===== config.mk =====
export PLATFORM = sky130hd
export DESIGN_NAME = runner_pos_gen
export DESIGN_NICKNAME = d
export VERILOG_FILES = /design/src/rtl/runner_pos_gen.sv
export SDC_FILE = /design/constraint.sdc
export NUM_CORES = 1
export LEC_CHECK = 0
export BUFFER_PORTS_ARGS = -buffer_cell sky130_fd_sc_hd__buf_2
export CORE_AREA = 2 2 78 110
export DETAILED_ROUTE_END_ITERATION = 16
export DIE_AREA = 0 0 80 112
export PLACE_DENSITY = 0.69
export SLEW_MARGIN = 20
export SYNTH_ARGS = -nofsm -noshare
export SYNTH_HDL_FRONTEND = slang
export SYNTH_SLANG_ARGS = --single-unit

===== constraint.sdc =====
create_clock -name clk -period 2.3 [get_ports clk]
set_input_delay 0.23 -clock clk [delete_from_list [all_inputs] [get_ports clk]]
set_output_delay 0.23 -clock clk [all_outputs]
set_load 0.02 [all_outputs]

===== src/rtl/runner_pos_gen.sv =====
// Ping-pong one-hot runner with stop/score game logic, feeding the 7-segment runner decoder.
// All outputs registered; a stop press acts at the next clk edge; enable low freezes all state.
module runner_pos_gen #(
   parameter int unsigned TICK_DIV   = 25000000,
   parameter int unsigned TARGET_IDX = 3,
   parameter int unsigned HOLD_STEPS = 4
) (
   input  logic       clk,
   input  logic       rst,
   input  logic       enable,
   input  logic       btn_stop,
   input  logic [1:0] speed_sel,
   output logic [7:0] pos_onehot,
   output logic       running,
   output logic       hit,
   output logic       miss,
   output logic [3:0] score
);

   localparam int unsigned STEP_W   = $clog2(TICK_DIV);
   localparam int unsigned HOLD_CYC = HOLD_STEPS * TICK_DIV;
   localparam int unsigned HOLD_W   = (HOLD_CYC > 2) ? $clog2(HOLD_CYC) : 1;
   localparam logic [HOLD_W-1:0] HOLD_LAST = HOLD_W'(HOLD_CYC - 1);
   localparam logic [2:0]        TGT       = 3'(TARGET_IDX);

   typedef enum logic [1:0] {
      S_IDLE = 2'd0,
      S_RUN  = 2'd1,
      S_HOLD = 2'd2
   } state_t;

   state_t              state_q, state_d;
   logic [7:0]          pos_q, pos_d;
   logic                dir_q, dir_d;          // 1 = moving toward MSB
   logic [STEP_W-1:0]   step_cnt_q, step_cnt_d;
   logic [HOLD_W-1:0]   hold_cnt_q, hold_cnt_d;
   logic                btn_prev_q, btn_prev_d;
   logic [3:0]          score_q, score_d;
   logic                hit_q, hit_d;
   logic                miss_q, miss_d;
   logic                running_q, running_d;

   logic                stop_evt;
   logic [STEP_W-1:0]   step_last;

   assign stop_evt  = btn_stop & ~btn_prev_q;
   // Live speed compare: a counter left above a shorter period wraps and steps at once.
   assign step_last = STEP_W'((TICK_DIV >> speed_sel) - 1);

   always_comb begin
      state_d    = state_q;
      pos_d      = pos_q;
      dir_d      = dir_q;
      step_cnt_d = step_cnt_q;
      hold_cnt_d = hold_cnt_q;
      btn_prev_d = btn_prev_q;
      score_d    = score_q;
      hit_d      = 1'b0;
      miss_d     = 1'b0;

      if (enable) begin
         btn_prev_d = btn_stop;
         case (state_q)
            S_IDLE: begin
               if (stop_evt) begin
                  state_d    = S_RUN;
                  step_cnt_d = '0;
               end
            end
            S_RUN: begin
               if (stop_evt) begin
                  state_d    = S_HOLD;
                  hold_cnt_d = '0;
                  step_cnt_d = '0;
                  if (pos_q[TGT]) begin
                     hit_d = 1'b1;
                     if (score_q != 4'hf) begin
                        score_d = score_q + 4'd1;
                     end
                  end else begin
                     miss_d = 1'b1;
                  end
               end else if (step_cnt_q >= step_last) begin
                  step_cnt_d = '0;
                  if (dir_q) begin
                     if (pos_q[7]) begin
                        pos_d = 8'h40;
                        dir_d = 1'b0;
                     end else begin
                        pos_d = pos_q << 1;
                     end
                  end else begin
                     if (pos_q[0]) begin
                        pos_d = 8'h02;
                        dir_d = 1'b1;
                     end else begin
                        pos_d = pos_q >> 1;
                     end
                  end
               end else begin
                  step_cnt_d = step_cnt_q + STEP_W'(1);
               end
            end
            S_HOLD: begin
               if (hold_cnt_q == HOLD_LAST) begin
                  state_d    = S_RUN;
                  hold_cnt_d = '0;
                  step_cnt_d = '0;
               end else begin
                  hold_cnt_d = hold_cnt_q + HOLD_W'(1);
               end
            end
            default: begin
               state_d = S_IDLE;
            end
         endcase
      end

      running_d = (state_d == S_RUN);
   end

   always_ff @(posedge clk) begin
      if (rst) begin
         state_q    <= S_IDLE;
         pos_q      <= 8'h80;
         dir_q      <= 1'b0;
         step_cnt_q <= '0;
         hold_cnt_q <= '0;
         btn_prev_q <= 1'b0;
         score_q    <= 4'd0;
         hit_q      <= 1'b0;
         miss_q     <= 1'b0;
         running_q  <= 1'b0;
      end else begin
         state_q    <= state_d;
         pos_q      <= pos_d;
         dir_q      <= dir_d;
         step_cnt_q <= step_cnt_d;
         hold_cnt_q <= hold_cnt_d;
         btn_prev_q <= btn_prev_d;
         score_q    <= score_d;
         hit_q      <= hit_d;
         miss_q     <= miss_d;
         running_q  <= running_d;
      end
   end

   assign pos_onehot = pos_q;
   assign running    = running_q;
   assign hit        = hit_q;
   assign miss       = miss_q;
   assign score      = score_q;

endmodule


# [Yosys cells after proc, flatten, opt, wreduce, memory -nomap -nowiden]
# Index checks and enable logic that the tools add are counted.
[word_totals] ff_bits=71 in_bits=6 elab_cells=58 out_inout_bits=15
[op_classes] shifts=1 add_sub_neg=4 bitwise_logic=5 n_eq_ne=8 reduce_logical=8 n_lt_le_gt_ge=1 n_mux=21
[ops] operator="25-bit 2-to-1 mux" n=4
[ops] operator="25-bit one-hot mux with 3 select lines" n=1
[ops] operator="27-bit 2-to-1 mux" n=2
[ops] operator="27-bit one-hot mux with 2 select lines" n=1
[ops] operator="27-bit by 1-bit adder with 27-bit output (second input constant)" n=1
[ops] operator="27-bit == test (second input constant)" n=1
[ops] operator="25-bit by 1-bit adder with 25-bit output (second input constant)" n=1
[ops] operator="25-bit greater-or-equal comparator" n=1
[ops] operator="25-bit by 2-bit >> shifter with 25-bit output (first input constant)" n=1
[ops] operator="25-bit by 1-bit subtractor with 25-bit output (second input constant)" n=1
[ops] operator="8-bit 2-to-1 mux" n=2
[ops] operator="2-bit 2-to-1 mux" n=4
[ops] operator="4-bit AND reduction" n=2
[ops] operator="7-bit 2-to-1 mux" n=1
[ops] operator="2-bit != test (second input constant)" n=3
[ops] operator="2-bit one-hot mux with 3 select lines" n=1
[ops] operator="1-bit 2-to-1 mux" n=5
[ops] operator="5-bit AND reduction" n=1
[ops] operator="4-bit by 1-bit adder with 4-bit output (second input constant)" n=1
[ops] operator="2-bit by 1-bit == test with 1-bit output (second input constant)" n=2
[ops] operator="4-bit != test (second input constant)" n=1
[ops] operator="1-bit inverter" n=4
[ops] operator="4-bit OR reduction" n=1
[ops] operator="3-bit AND reduction" n=1
[ops] operator="5 further kinds" n=5

# [Depth between registers and ports, before layout]
# Gate-level depths: netlist of the first run.
[logic_depth] word_depth=6 mapped_depth=14 depth_no_buf=13

# [Worst setup path before layout of the first run]
# No wires, ideal clock.
[synth_timing] path_kind="input -> register" startpoint="input speed_sel[1]" endpoint="register pos_q[5], in the netlist pos_onehot[5]" setup_ps=128 setup_slack_ps=-172 path_buffers=1 arrival_ps=2344 required_ps=2172 path_stages=12 path_cell_list="inv_1 > nor2_1 > ha_1 > ha_1 > nor2_1 > a2111oi_2 > o2111ai_1 > a31oi_4 > o2111ai_2 > buf_6 > mux2i_1 > nor2_1"
[synth_via] elab_chain_len=4
[synth_rtl] element="start: declaration" line_no="12" rtl="input logic [1:0] speed_sel,"
[synth_rtl] element="25-bit by 2-bit >> shifter with 25-bit output" line_no="48" rtl="assign step_last = STEP_W'((TICK_DIV >> speed_sel) - 1);"
[synth_rtl] element="25-bit by 1-bit subtractor with 25-bit output" line_no="48"
[synth_rtl] element="25-bit greater-or-equal comparator" line_no="83" rtl="end else if (step_cnt_q >= step_last) begin"
[synth_rtl] element="4-bit AND reduction (no line)"
[synth_rtl] element="end signal: assignment" line_no="136" rtl="pos_q <= pos_d;"
[synth_rtl] element="end: declaration" line_no="33" rtl="logic [7:0] pos_q, pos_d;"
# Every way passes these cells.
# A chain may end at the register's enable or synchronous reset.

# [Final worst setup path of the first run]
[layout_timing] startpoint="register step_cnt_q[3]" endpoint="register step_cnt_q[8]"
[layout_via] elab_chain_len=4 word_cells_on_any_way=5 classes_between="1 x add/sub; 1 x order compare; 3 x mux"
[layout_rtl] element="start: declaration" line_no="35" rtl="logic [STEP_W-1:0] step_cnt_q, step_cnt_d;"
[layout_rtl] element="start signal: assignment" line_no="138" rtl="step_cnt_q <= step_cnt_d;"
[layout_rtl] element="25-bit by 1-bit adder with 25-bit output or 25-bit greater-or-equal comparator (tied branches)" line_no="101, 83"
[layout_rtl] element="25-bit 2-to-1 mux *" line_no="83"
[layout_rtl] element="25-bit 2-to-1 mux *" line_no="71" rtl="if (stop_evt) begin"
[layout_rtl] element="25-bit one-hot mux with 3 select lines *" line_no="63" rtl="case (state_q)"
# Mark *: on every way between the ends. The rest lies on a longest branch, timed or not.

==> results of run 1 <==
==> layer usage <==
metal,track usage,up-vias
li1,-,1777
met1,0.242,1737
met2,0.414,53
met3,0.0373,21
met4,0.111,0
met5,0,-
==> synthesized netlist by cell type (all sizes together) (3+ instances only) <==
| cell | instances | area, sq um |
|---|---|---|
| nor3 | 13 | 65.1 |
| and4 | 6 | 52.6 |
| inv | 18 | 67.6 |
| nor4 | 6 | 71.3 |
| a221oi | 3 | 32.5 |
| or3 | 4 | 25.0 |
| nor4b | 3 | 32.5 |
| dfxtp | 71 | 1420 |
| buf | 9 | 50.1 |
| nand4 | 15 | 93.8 |
| xor2 | 27 | 236 |
| a21oi | 16 | 80.1 |
| nor2 | 69 | 262 |
| nand3 | 29 | 145 |
| nand3b | 4 | 30.0 |
| mux2i | 5 | 50.1 |
| o311ai | 3 | 26.3 |
| xnor2 | 20 | 175 |
| ha | 24 | 300 |
| nor2b | 6 | 37.5 |
| clkbuf | 5 | 18.8 |
| and3 | 13 | 81.3 |
| o31ai | 3 | 22.5 |
| o21ai | 16 | 80.1 |
| nand2 | 48 | 183 |
==> logic make-up (layout without fill, tap and decap cells) <==
| group | after synthesis | after routing |
|---|---|---|
| mux | 5 | 5 |
| compound gates | 57 | 58 |
| buf+inv | 32 | 105 |
| xor+xnor | 47 | 47 |
| other cells | 2 | 3 |
| simple gates | 227 | 227 |
| flops | 71 | 71 |
| fa+ha+maj | 24 | 24 |
==> what timing repair did <==
item                                    in CTS  in global routing
pin swaps                                   14                 12
gates resized for setup                     19                 38
hold buffers                                 0                  0
gates cloned                                 2                  0
setup buffers                                4                  2
endpoints found under the setup margin      27                 34
==> registers in the layout, indices dropped and copies added (netlist names) <==
name        count
score           4
btn_prev_q      1
state_q         2
hold_cnt_q     27
step_cnt_q     25
running         1
dir_q           1
miss            1
hit             1
pos_onehot      8
==> final cells by class <==
type / count / area share
Clock buffer: 10 / 0.0464
Clock inverter: 6 / 0.0163
Inverter: 18 / 0.0131
Multi-Input combinational cell: 364 / 0.520
Sequential cell: 71 / 0.276
Tap cell: 102 / 0.0248
Timing Repair Buffer: 71 / 0.104
==> stage by stage <==
step | total power [W] | setup WS, ns | util | setup TNS, ns
after floorplan | 0.00138 | -0.0565 | - | -0.190
after global placement | 0.00144 | -0.344 | 0.561 | -7.45
after detailed placement | 0.00145 | -0.451 | 0.561 | -10.25
after CTS | 0.00296 | -0.0722 | 0.620 | -0.710
after global routing | 0.00306 | -0.206 | 0.644 | -4.71
final | 0.00297 | -0.109 | 0.644 | -1.76
==> power by group through the flow <==
stage	combinational (W)	clock [W]	sequential, W
4_1_cts	0.000196	0.00152	0.00124
2_1_floorplan	0.000110	0	0.00127
5_1_grt	0.000246	0.00157	0.00124
3_3_place_gp	0.000171	0	0.00127
6_report	0.000228	0.00150	0.00124
3_5_place_dp	0.000176	0	0.00127
==> critical path, delay by kind of cell (launching register included) <==
kind                       cells  cell delay [ns]
AOI/OAI and AO/OA              4             0.98
buffers and inverters          2             0.37
and+or+nand+nor                3             0.35
DFF                            1             0.33
adders and majority gates      1             0.26
==> path summary, 6_finish.rpt <==
path	endpoint	slack (ns)	cells after the start
max reg2reg	step_cnt_q[8]	-0.11	10
min	btn_prev_q	0.19	3
min reg2reg	pos_onehot[7]	0.50	2
max	step_cnt_q[8]	-0.11	10
==> impl_metrics.env, run 1 <==
export IMPL_path_max_fanout=5
export IMPL_sw_frac_of_total=0.224
export IMPL_synth_seq_area_share=0.363
export IMPL_cp_cell_sequence="ha_4 > nand4_1 > a2111oi_4 > o2111ai_2 > a31oi_4 > buf_4 > nor4_4 > buf_4 > nand3_1 > o311ai_1"
export IMPL_initial_core_util=0.490
export IMPL_cpPeakStageDelay_ns=0.38
export IMPL_setup_viol=24
export IMPL_layout_common_cells="dfxtp_1, nor2_1, nand2_1"
export IMPL_slowest_stage="a2111oi_4"
export IMPL_ys_async_sr_fraction=0
export IMPL_mostFrequentLayoutCell="dfxtp_1"
export IMPL_drv_slew=0
export IMPL_drtAntennaViolNets=0
export IMPL_pin_count=21
export IMPL_synthXorXnorAreaFrac=0.105
export IMPL_drt_first_pass_iters=4
export IMPL_vias=3588
export IMPL_power_density_nw_per_um2=577
export IMPL_vdd_drop_max_v=0.000555
export IMPL_cts_buffer_depth=2
export IMPL_placed_area_sq_um=4490
export IMPL_avgSynthCellArea_sq_um=8.43
export IMPL_fin_area_sq_um=5150
export IMPL_overflow=0
export IMPL_min_from="btn_stop"
export IMPL_crit_start="step_cnt_q[3]"
export IMPL_yosys_most_used_dff="dfxtp_1"
export IMPL_grt_max_degree=28
export IMPL_port_buffers=20
export IMPL_crit_required_ns=2.51
export IMPL_insertion_delay_ns=0.34
export IMPL_drc_errors=0
export IMPL_skew_ns=0.00858
export IMPL_timing_final_ws_setup_ns=-0.109
export IMPL_synth_simple_area_share=0.298
export IMPL_muxShareOfSynthArea=0.0128
export IMPL_clock_sinks=71
export IMPL_yosysWarnings=0
export IMPL_endpoint_kind="register"
export IMPL_netlist_area_sq_um=3920
export IMPL_slew_headroom=0.627
export IMPL_p_seq_frac=0.418
export IMPL_internal_power_w=0.00231
export IMPL_max_cap_viol_count=0
export IMPL_dp_hpwl_mm=6.76
export IMPL_p_comb_frac=0.077
export IMPL_dpl_cell_count=618
export IMPL_wirelength_mm=9.71
export IMPL_p_switching_w=0.000667
export IMPL_multi_input_area_sq_um=2680
export IMPL_status="finished with violations"
export IMPL_cp_common_cell="buf_4"
export IMPL_core_sq_um=8000
export IMPL_die_h_um=112
export IMPL_n_antenna_cell=0
export IMPL_cellLeakagePower_nw=2.02
export IMPL_cts_buffers_inserted=9
export IMPL_synth_edf_count=0
export IMPL_antenna_found_initial=0
export IMPL_viasPerCell=5.59
export IMPL_r2r_start="step_cnt_q[3]"
export IMPL_dieArea_sq_um=8960
export IMPL_syn_inst=465
export IMPL_wl_met3_um=236
export IMPL_synth_fa_ha_area_frac=0.0766
export IMPL_rsz0062_at_grt="yes"
export IMPL_grt_pass1_vias=3590
export IMPL_hold_viol=0
export IMPL_fmaxAchievable_mhz=415
export IMPL_ctsRootBufferMaster="clkbuf_16"
export IMPL_start_kind="register"
export IMPL_wl_met2_mm=5.32
export IMPL_tritoncts="built"
export IMPL_syn_to_final_growth_pct=31.4
export IMPL_die_w_um=80
export IMPL_synth_distinct_cells=59
export IMPL_gp_congestion=0.870
export IMPL_wl_met1_mm=3.88
export IMPL_worstPathArrival_ns=2.62
export IMPL_nFillCells=664
export IMPL_failed_checks="negative setup slack"
export IMPL_seqCellArea_sq_um=1420
export IMPL_finalCriticalPeriod_ns=2.41
export IMPL_holdWs_ns=0.186
export IMPL_drtIter0Drc=188
export IMPL_top_layer_used="met4"
export IMPL_synth_compound_area_frac=0.108
export IMPL_path_class="reg2reg"
export IMPL_rows=39
export IMPL_grt_use_total=0.226
export IMPL_htree_num_levels=3
export IMPL_period_share=1.05
export IMPL_drive_gt1_frac=0.267
export IMPL_clkSlewWorstSetupHoldPaths_ns=0.06
export IMPL_power_frac_clock=0.505
export IMPL_hp_class="in2reg"
export IMPL_num_nets_final=565
export IMPL_final_cells=642
export IMPL_synth_seq_cells=71
export IMPL_synth_top_family_by_area="simple AND/OR/NAND/NOR gates"
export IMPL_wl_per_cell_um=15.1
export IMPL_grt_pass1_wl_mm=16.0
export IMPL_worst_slew_pin_slew_ns=0.558
(Power assumes the default switching activity.)
==> inputs of run 2 (changes only) <==
--- a/config.mk
+++ b/config.mk
@@ -9,7 +9,7 @@
 export CORE_AREA = 2 2 78 110
 export DETAILED_ROUTE_END_ITERATION = 16
 export DIE_AREA = 0 0 80 112
-export PLACE_DENSITY = 0.69
+export PLACE_DENSITY = 0.66
 export SLEW_MARGIN = 20
 export SYNTH_ARGS = -nofsm -noshare
 export SYNTH_HDL_FRONTEND = slang
==> constraint.sdc (replaced) <==
create_clock -name clk -period 2.4 [get_ports clk]
set_input_delay 0.24 -clock clk [delete_from_list [all_inputs] [get_ports clk]]
set_output_delay 0.24 -clock clk [all_outputs]
set_load 0.02 [all_outputs]
==> run 2 against run 1 <==
Effect of this change:
- the run still ends with negative setup slack left
- critical path depth decreased by 1
- sequential power decreased by 4%
- largest cell class unchanged
- fmax increased by 0.32%
- routed wire length decreased by 5.1%
- clock power decreased by 11%
- worst hold slack improved by 0.0088 ns
- count of clock-buffer cells in the layout decreased by 1
==> impl_metrics.env, run 2 (synthesis gave the netlist of run 1 again) <==
export IMPL_layout_common_cells="dfxtp_1, nor2_1, nand2_1"
export IMPL_hp_class="in2reg"
export IMPL_p_seq_frac=0.440
export IMPL_die_h_um=112
export IMPL_final_cells=628
export IMPL_clkSlewWorstSetupHoldPaths_ns=0.06
export IMPL_htree_num_levels=3
export IMPL_p_comb_frac=0.070
export IMPL_cts_buffer_depth=2
export IMPL_pin_count=21
export IMPL_drive_gt1_frac=0.219
export IMPL_regToRegSetupSlack_ns=-0.001
export IMPL_period_share=1.00
export IMPL_num_nets_final=551
export IMPL_regMostFlops="hold_cnt_q"
export IMPL_status="finished with violations"
export IMPL_slowest_stage="a2111oi_4"
export IMPL_dpl_cell_count=603
export IMPL_grt_pass1_vias=3496
export IMPL_gp_congestion=0.859
export IMPL_n_antenna_cell=0
export IMPL_vdd_drop_max_v=0.000574
export IMPL_grt_use_total=0.219
export IMPL_start_kind="register"
export IMPL_insertion_delay_ns=0.34
export IMPL_ctsRootBufferMaster="clkbuf_16"
export IMPL_max_cap_viol_count=0
export IMPL_wl_per_cell_um=14.7
export IMPL_drt_first_pass_iters=4
export IMPL_overflow=0
export IMPL_internal_power_w=0.00206
export IMPL_syn_to_final_growth_pct=25.4
export IMPL_slew_headroom=0.608
export IMPL_mostFrequentLayoutCell="dfxtp_1"
export IMPL_dieArea_sq_um=8960
export IMPL_vias=3485
export IMPL_rows=39
export IMPL_holdWs_ns=0.195
export IMPL_drv_slew=0
export IMPL_endpoint_kind="register"
export IMPL_p_switching_w=0.000646
export IMPL_grt_pass1_wl_mm=15.5
export IMPL_cp_cell_sequence="ha_4 > nand4_1 > a2111oi_4 > o2111ai_2 > a31oi_4 > buf_4 > o2111ai_4 > nor2b_1 > nor3_1"
export IMPL_drtAntennaViolNets=0
export IMPL_drc_errors=0
export IMPL_grt_max_degree=26
export IMPL_largest_register_ffs=27
export IMPL_dp_hpwl_mm=6.50
export IMPL_nFillCells=723
export IMPL_timing_final_ws_setup_ns=-0.00102
export IMPL_finalCriticalPeriod_ns=2.40
export IMPL_path_class="reg2reg"
export IMPL_initial_core_util=0.490
export IMPL_rsz0062_at_grt="yes"
export IMPL_port_buffers=20
export IMPL_cpPeakStageDelay_ns=0.36
export IMPL_die_w_um=80
export IMPL_cts_buffers_inserted=9
export IMPL_cts_hold_buf=0
export IMPL_viasPerCell=5.55
export IMPL_cellLeakagePower_nw=1.92
export IMPL_setup_viol=1
export IMPL_failed_checks="negative setup slack"
export IMPL_sw_frac_of_total=0.238
export IMPL_power_density_nw_per_um2=552
export IMPL_hold_viol=0
export IMPL_crit_required_ns=2.67
export IMPL_worstPathArrival_ns=2.67
export IMPL_clock_sinks=71
export IMPL_antenna_found_initial=0
export IMPL_power_frac_clock=0.490
export IMPL_wirelength_mm=9.22
export IMPL_fmaxAchievable_mhz=416
export IMPL_skew_ns=0.00727
export IMPL_path_max_fanout=7
export IMPL_tritoncts="built"
export IMPL_drtIter0Drc=108
export IMPL_path_buf_inv=1
export IMPL_worst_slew_pin_slew_ns=0.586
export IMPL_crit_family="compound AO/OA/AOI/OAI gates"
export IMPL_core_sq_um=8000
run 2: cell types whose count changed in the layout (fill, tap and decap cells not counted), moves of 2 or more:
| cell | delta |
|---|---|
| nor2_2 | -4 |
| ha_4 | -2 |
| nor2_1 | +10 |
| clkinvlp_4 | +4 |
| ha_1 | +3 |
| buf_4 | -11 |
| clkinv_2 | -2 |
| nor2_4 | -6 |
run 2: power by group through the flow:
stage               sequential [W]  combinational (W)  clock [W]
floorplan                  0.00122           0.000100          0
global placement           0.00122           0.000158          0
detailed placement         0.00122           0.000163          0
CTS                        0.00119           0.000164    0.00136
global route               0.00119           0.000208    0.00142
finish                     0.00119           0.000189    0.00133
run 2: final timing paths:
kind,cells past startpoint,startpoint,to
min,3,btn_stop,btn_prev_q
max,9,step_cnt_q[3],pos_onehot[3]
min reg2reg,2,step_cnt_q[1],step_cnt_q[1]
max reg2reg,9,step_cnt_q[3],pos_onehot[3]
run 2: timing repair:
item	4_1_cts	5_1_grt
gates resized for setup	3	33
cloned	0	2
pin swaps	2	12
hold endpoints to repair	0	0
endpoints found under the setup margin	13	34
setup buffers	2	5
run 2: per-layer routing:
layer  global-route usage  vias to the layer above  wire length [um]  part of all wire
met4                0.101                        0               280             0.030
met3               0.0567                       20               272             0.030
met2                0.391                       55              4880              0.53
li1                     -                     1748                 -                 -
met5                    0                        -                 0                 0
met1                0.235                     1662              3780              0.41
run 2: stage by stage:
| stage | TNS (ns) | setup slack, ns | power [W] | utilization | area [sq um] |
|---|---|---|---|---|---|
| 2_1_floorplan | 0 | 0.0171 | 0.00132 | - | 3970 |
| 3_3_place_gp | -6.66 | -0.316 | 0.00138 | 0.545 | 4360 |
| 3_5_place_dp | -9.68 | -0.468 | 0.00138 | 0.545 | 4360 |
| 4_1_cts | -0.155 | -0.0268 | 0.00272 | 0.587 | 4690 |
| 5_1_grt | -1.24 | -0.0965 | 0.00282 | 0.614 | 4910 |
| 6_report | -0.00102 | -0.00102 | 0.00271 | 0.614 | 4910 |
run 2: area by class of cell:
type                       count  area (sq um)  share of cell area
timing repair buffer          57           420              0.0855
multi-input combinational    364          2580               0.524
sequential                    71          1420               0.289
inverter                      18          67.6              0.0137
clock inverter                 7          73.8              0.0150
clock buffer                   9           225              0.0458
tap                          102           128              0.0260
run 2: worst reg2reg max path: stages (launching register included):
cell and delay [ns]:
dfxtp_2 0.33, ha_4 0.26, nand4_1 0.16, a2111oi_4 0.36, o2111ai_2 0.20, a31oi_4 0.25
buf_4 0.16, o2111ai_4 0.19, nor2b_1 0.24, nor3_1 0.16
==> inputs of run 3 (changes only) <==
--- a/config.mk
+++ b/config.mk
@@ -6,10 +6,12 @@
 export NUM_CORES = 1
 export LEC_CHECK = 0
 export BUFFER_PORTS_ARGS = -buffer_cell sky130_fd_sc_hd__buf_2
-export CORE_AREA = 2 2 78 110
+export CELL_PAD_IN_SITES_DETAIL_PLACEMENT = 1
+export CELL_PAD_IN_SITES_GLOBAL_PLACEMENT = 2
+export CORE_AREA = 2 2 89 126
 export DETAILED_ROUTE_END_ITERATION = 16
-export DIE_AREA = 0 0 80 112
-export PLACE_DENSITY = 0.66
+export DIE_AREA = 0 0 91 128
+export PLACE_DENSITY_LB_ADDON = 0.1
 export SLEW_MARGIN = 20
 export SYNTH_ARGS = -nofsm -noshare
 export SYNTH_HDL_FRONTEND = slang
==> run 3 against run 2 <==
Effect of this change:
- the flow now finishes without violations
- first-iteration DRC count decreased by 21%
- critical path depth unchanged
- count of clock-buffer cells in the layout increased by 2
- utilization decreased by 13 points
- design area increased by 3.5%
- final cell count increased by 7.3%
- critical path type unchanged
- largest cell class unchanged
- largest power group unchanged
==> impl_metrics.env, run 3 (synthesis gave the netlist of run 1 again) <==
export IMPL_cts_buffers_inserted=9
export IMPL_finalCriticalPeriod_ns=2.40
export IMPL_pin_count=21
export IMPL_p_total_w=0.00284
export IMPL_final_cells=674
export IMPL_drtIter0Drc=85
export IMPL_drive_gt1_frac=0.246
export IMPL_p_switching_w=0.000639
export IMPL_antenna_found_initial=0
export IMPL_nFillCells=1288
export IMPL_wirelength_mm=10.8
export IMPL_crit_required_ns=2.61
export IMPL_vias=3489
export IMPL_drv_slew=0
export IMPL_placed_area_sq_um=4490
export IMPL_drc_errors=0
export IMPL_worst_slew_pin_slew_ns=0.589
export IMPL_regToRegSetupSlack_ns=0.004
export IMPL_cellLeakagePower_nw=1.97
export IMPL_wl_per_cell_um=16.0
export IMPL_grt_max_degree=26
export IMPL_sw_frac_of_total=0.225
export IMPL_period_share=0.998
export IMPL_skew_ns=0.00799
export IMPL_grt_pass1_wl_mm=17.6
export IMPL_slew_headroom=0.606
export IMPL_clkSlewWorstSetupHoldPaths_ns=0.06
export IMPL_start_kind="register"
export IMPL_path_class="reg2reg"
export IMPL_core_sq_um=10600
export IMPL_power_density_nw_per_um2=558
export IMPL_crit_start="step_cnt_q[3]"
export IMPL_max_cap_viol_count=0
export IMPL_rows=45
export IMPL_timing_final_ws_setup_ns=0.00429
export IMPL_reg2regPathDepth=9
export IMPL_layout_common_cells="dfxtp_1, nor2_1, nand2_1"
export IMPL_grt_pass1_vias=3675
export IMPL_num_nets_final=558
export IMPL_worstReg2RegEnd="dir_q"
export IMPL_hold_viol=0
export IMPL_r2r_start="step_cnt_q[3]"
export IMPL_grt_use_total=0.192
export IMPL_viasPerCell=5.18
export IMPL_vdd_drop_max_v=0.000319
export IMPL_internal_power_w=0.00220
export IMPL_endpoint_kind="register"
export IMPL_regMostFlops="hold_cnt_q"
export IMPL_fmaxAchievable_mhz=417
export IMPL_n_antenna_cell=0
export IMPL_dpl_cell_count=653
export IMPL_dp_hpwl_mm=7.85
export IMPL_port_buffers=20
export IMPL_worstPathArrival_ns=2.61
export IMPL_min_from="btn_stop"
export IMPL_die_h_um=128
export IMPL_initial_core_util=0.370
export IMPL_htree_num_levels=3
export IMPL_path_max_fanout=8
export IMPL_tritoncts="built"
export IMPL_status="completed"
export IMPL_die_w_um=91
export IMPL_rsz0062_at_grt="yes"
export IMPL_power_frac_clock=0.512
export IMPL_clock_sinks=71
export IMPL_drtAntennaViolNets=0
export IMPL_dp_slack_ns=-0.466
export IMPL_ctsRootBufferMaster="clkbuf_16"
export IMPL_drt_first_pass_iters=4
export IMPL_cp_endpoint="dir_q"
export IMPL_cts_buffer_depth=2
export IMPL_hp_class="in2reg"
export IMPL_mostFrequentLayoutCell="dfxtp_1"
export IMPL_gp_congestion=0.779
export IMPL_overflow=0
export IMPL_insertion_delay_ns=0.34
export IMPL_p_comb_frac=0.068
export IMPL_fin_area_sq_um=5090
export IMPL_setup_tns_ns=0
export IMPL_setup_viol=0
export IMPL_syn_to_final_growth_pct=29.8
export IMPL_largest_register_ffs=27
export IMPL_p_seq_frac=0.420
export IMPL_dieArea_sq_um=11600
## run 3: cell types whose count changed in the layout (fill, tap and decap cells not counted), moves of 2 or more
cell        before  now
nand2_2          2    4
o311ai_1         2    0
o311ai_2         1    3
clkinvlp_4       4    1
nor4b_2          0    2
buf_4           32   40
buf_6            4    2
ha_1            21   19
## run 3: layout make-up
class	count	area [sq um]	area share
clock buffer	11	243	0.0477
clock inverter	5	81.3	0.0160
inverter	18	67.6	0.0133
multi-input combinational	364	2620	0.515
sequential	71	1420	0.280
tap	141	176	0.0347
timing repair buffer	64	478	0.0939
## run 3: power by group through the flow
stage	clock, W	sequential [W]	combinational, W
after global routing	0.00154	0.00119	0.000212
after floorplan	0	0.00122	0.000100
final	0.00145	0.00119	0.000192
after detailed placement	0	0.00122	0.000174
after CTS	0.00150	0.00119	0.000181
after global placement	0	0.00122	0.000170
## run 3: repair_timing
| action | in CTS | in global routing |
|---|---|---|
| setup buffers | 0 | 4 |
| hold buffers | 0 | 0 |
| gates resized for setup | 6 | 36 |
| endpoints found under the setup margin | 33 | 34 |
| pin swaps | 2 | 18 |
| gates cloned | 1 | 0 |
## run 3: how the worst min path moves through the flow
stage	cells past startpoint	slack, ns	endpoint
3_5_place_dp	2	0.50	pos_onehot[7]
5_1_grt	3	0.22	btn_prev_q
2_1_floorplan	2	0.39	btn_prev_q
4_1_cts	3	0.18	btn_prev_q
3_3_place_gp	2	0.49	pos_onehot[7]
6_report	3	0.19	btn_prev_q
## run 3: metrics by stage
step / util / hold WS, ns
2_1_floorplan: - / 0.387
3_3_place_gp: 0.425 / 0.489
3_5_place_dp: 0.425 / 0.496
4_1_cts: 0.460 / 0.183
5_1_grt: 0.481 / 0.215
6_report: 0.481 / 0.188
## run 3: routing by layer
layer | global-route usage | vias to the layer above | wire [um]
met2 | 0.376 | 27 | 6020
met5 | 0 | - | 0
met4 | 0.0909 | 0 | 279
met1 | 0.197 | 1691 | 4300
li1 | - | 1755 | -
met3 | 0.0276 | 16 | 163
## run 3: critical path, stage by stage (launching register included)
cell and delay [ns]:
dfxtp_2 0.33, ha_4 0.26, nand4_1 0.15, a2111oi_4 0.35
o2111ai_2 0.22, a31oi_4 0.27, buf_6 0.14, o2111ai_4 0.21
o21ai_2 0.23, o41ai_2 0.09
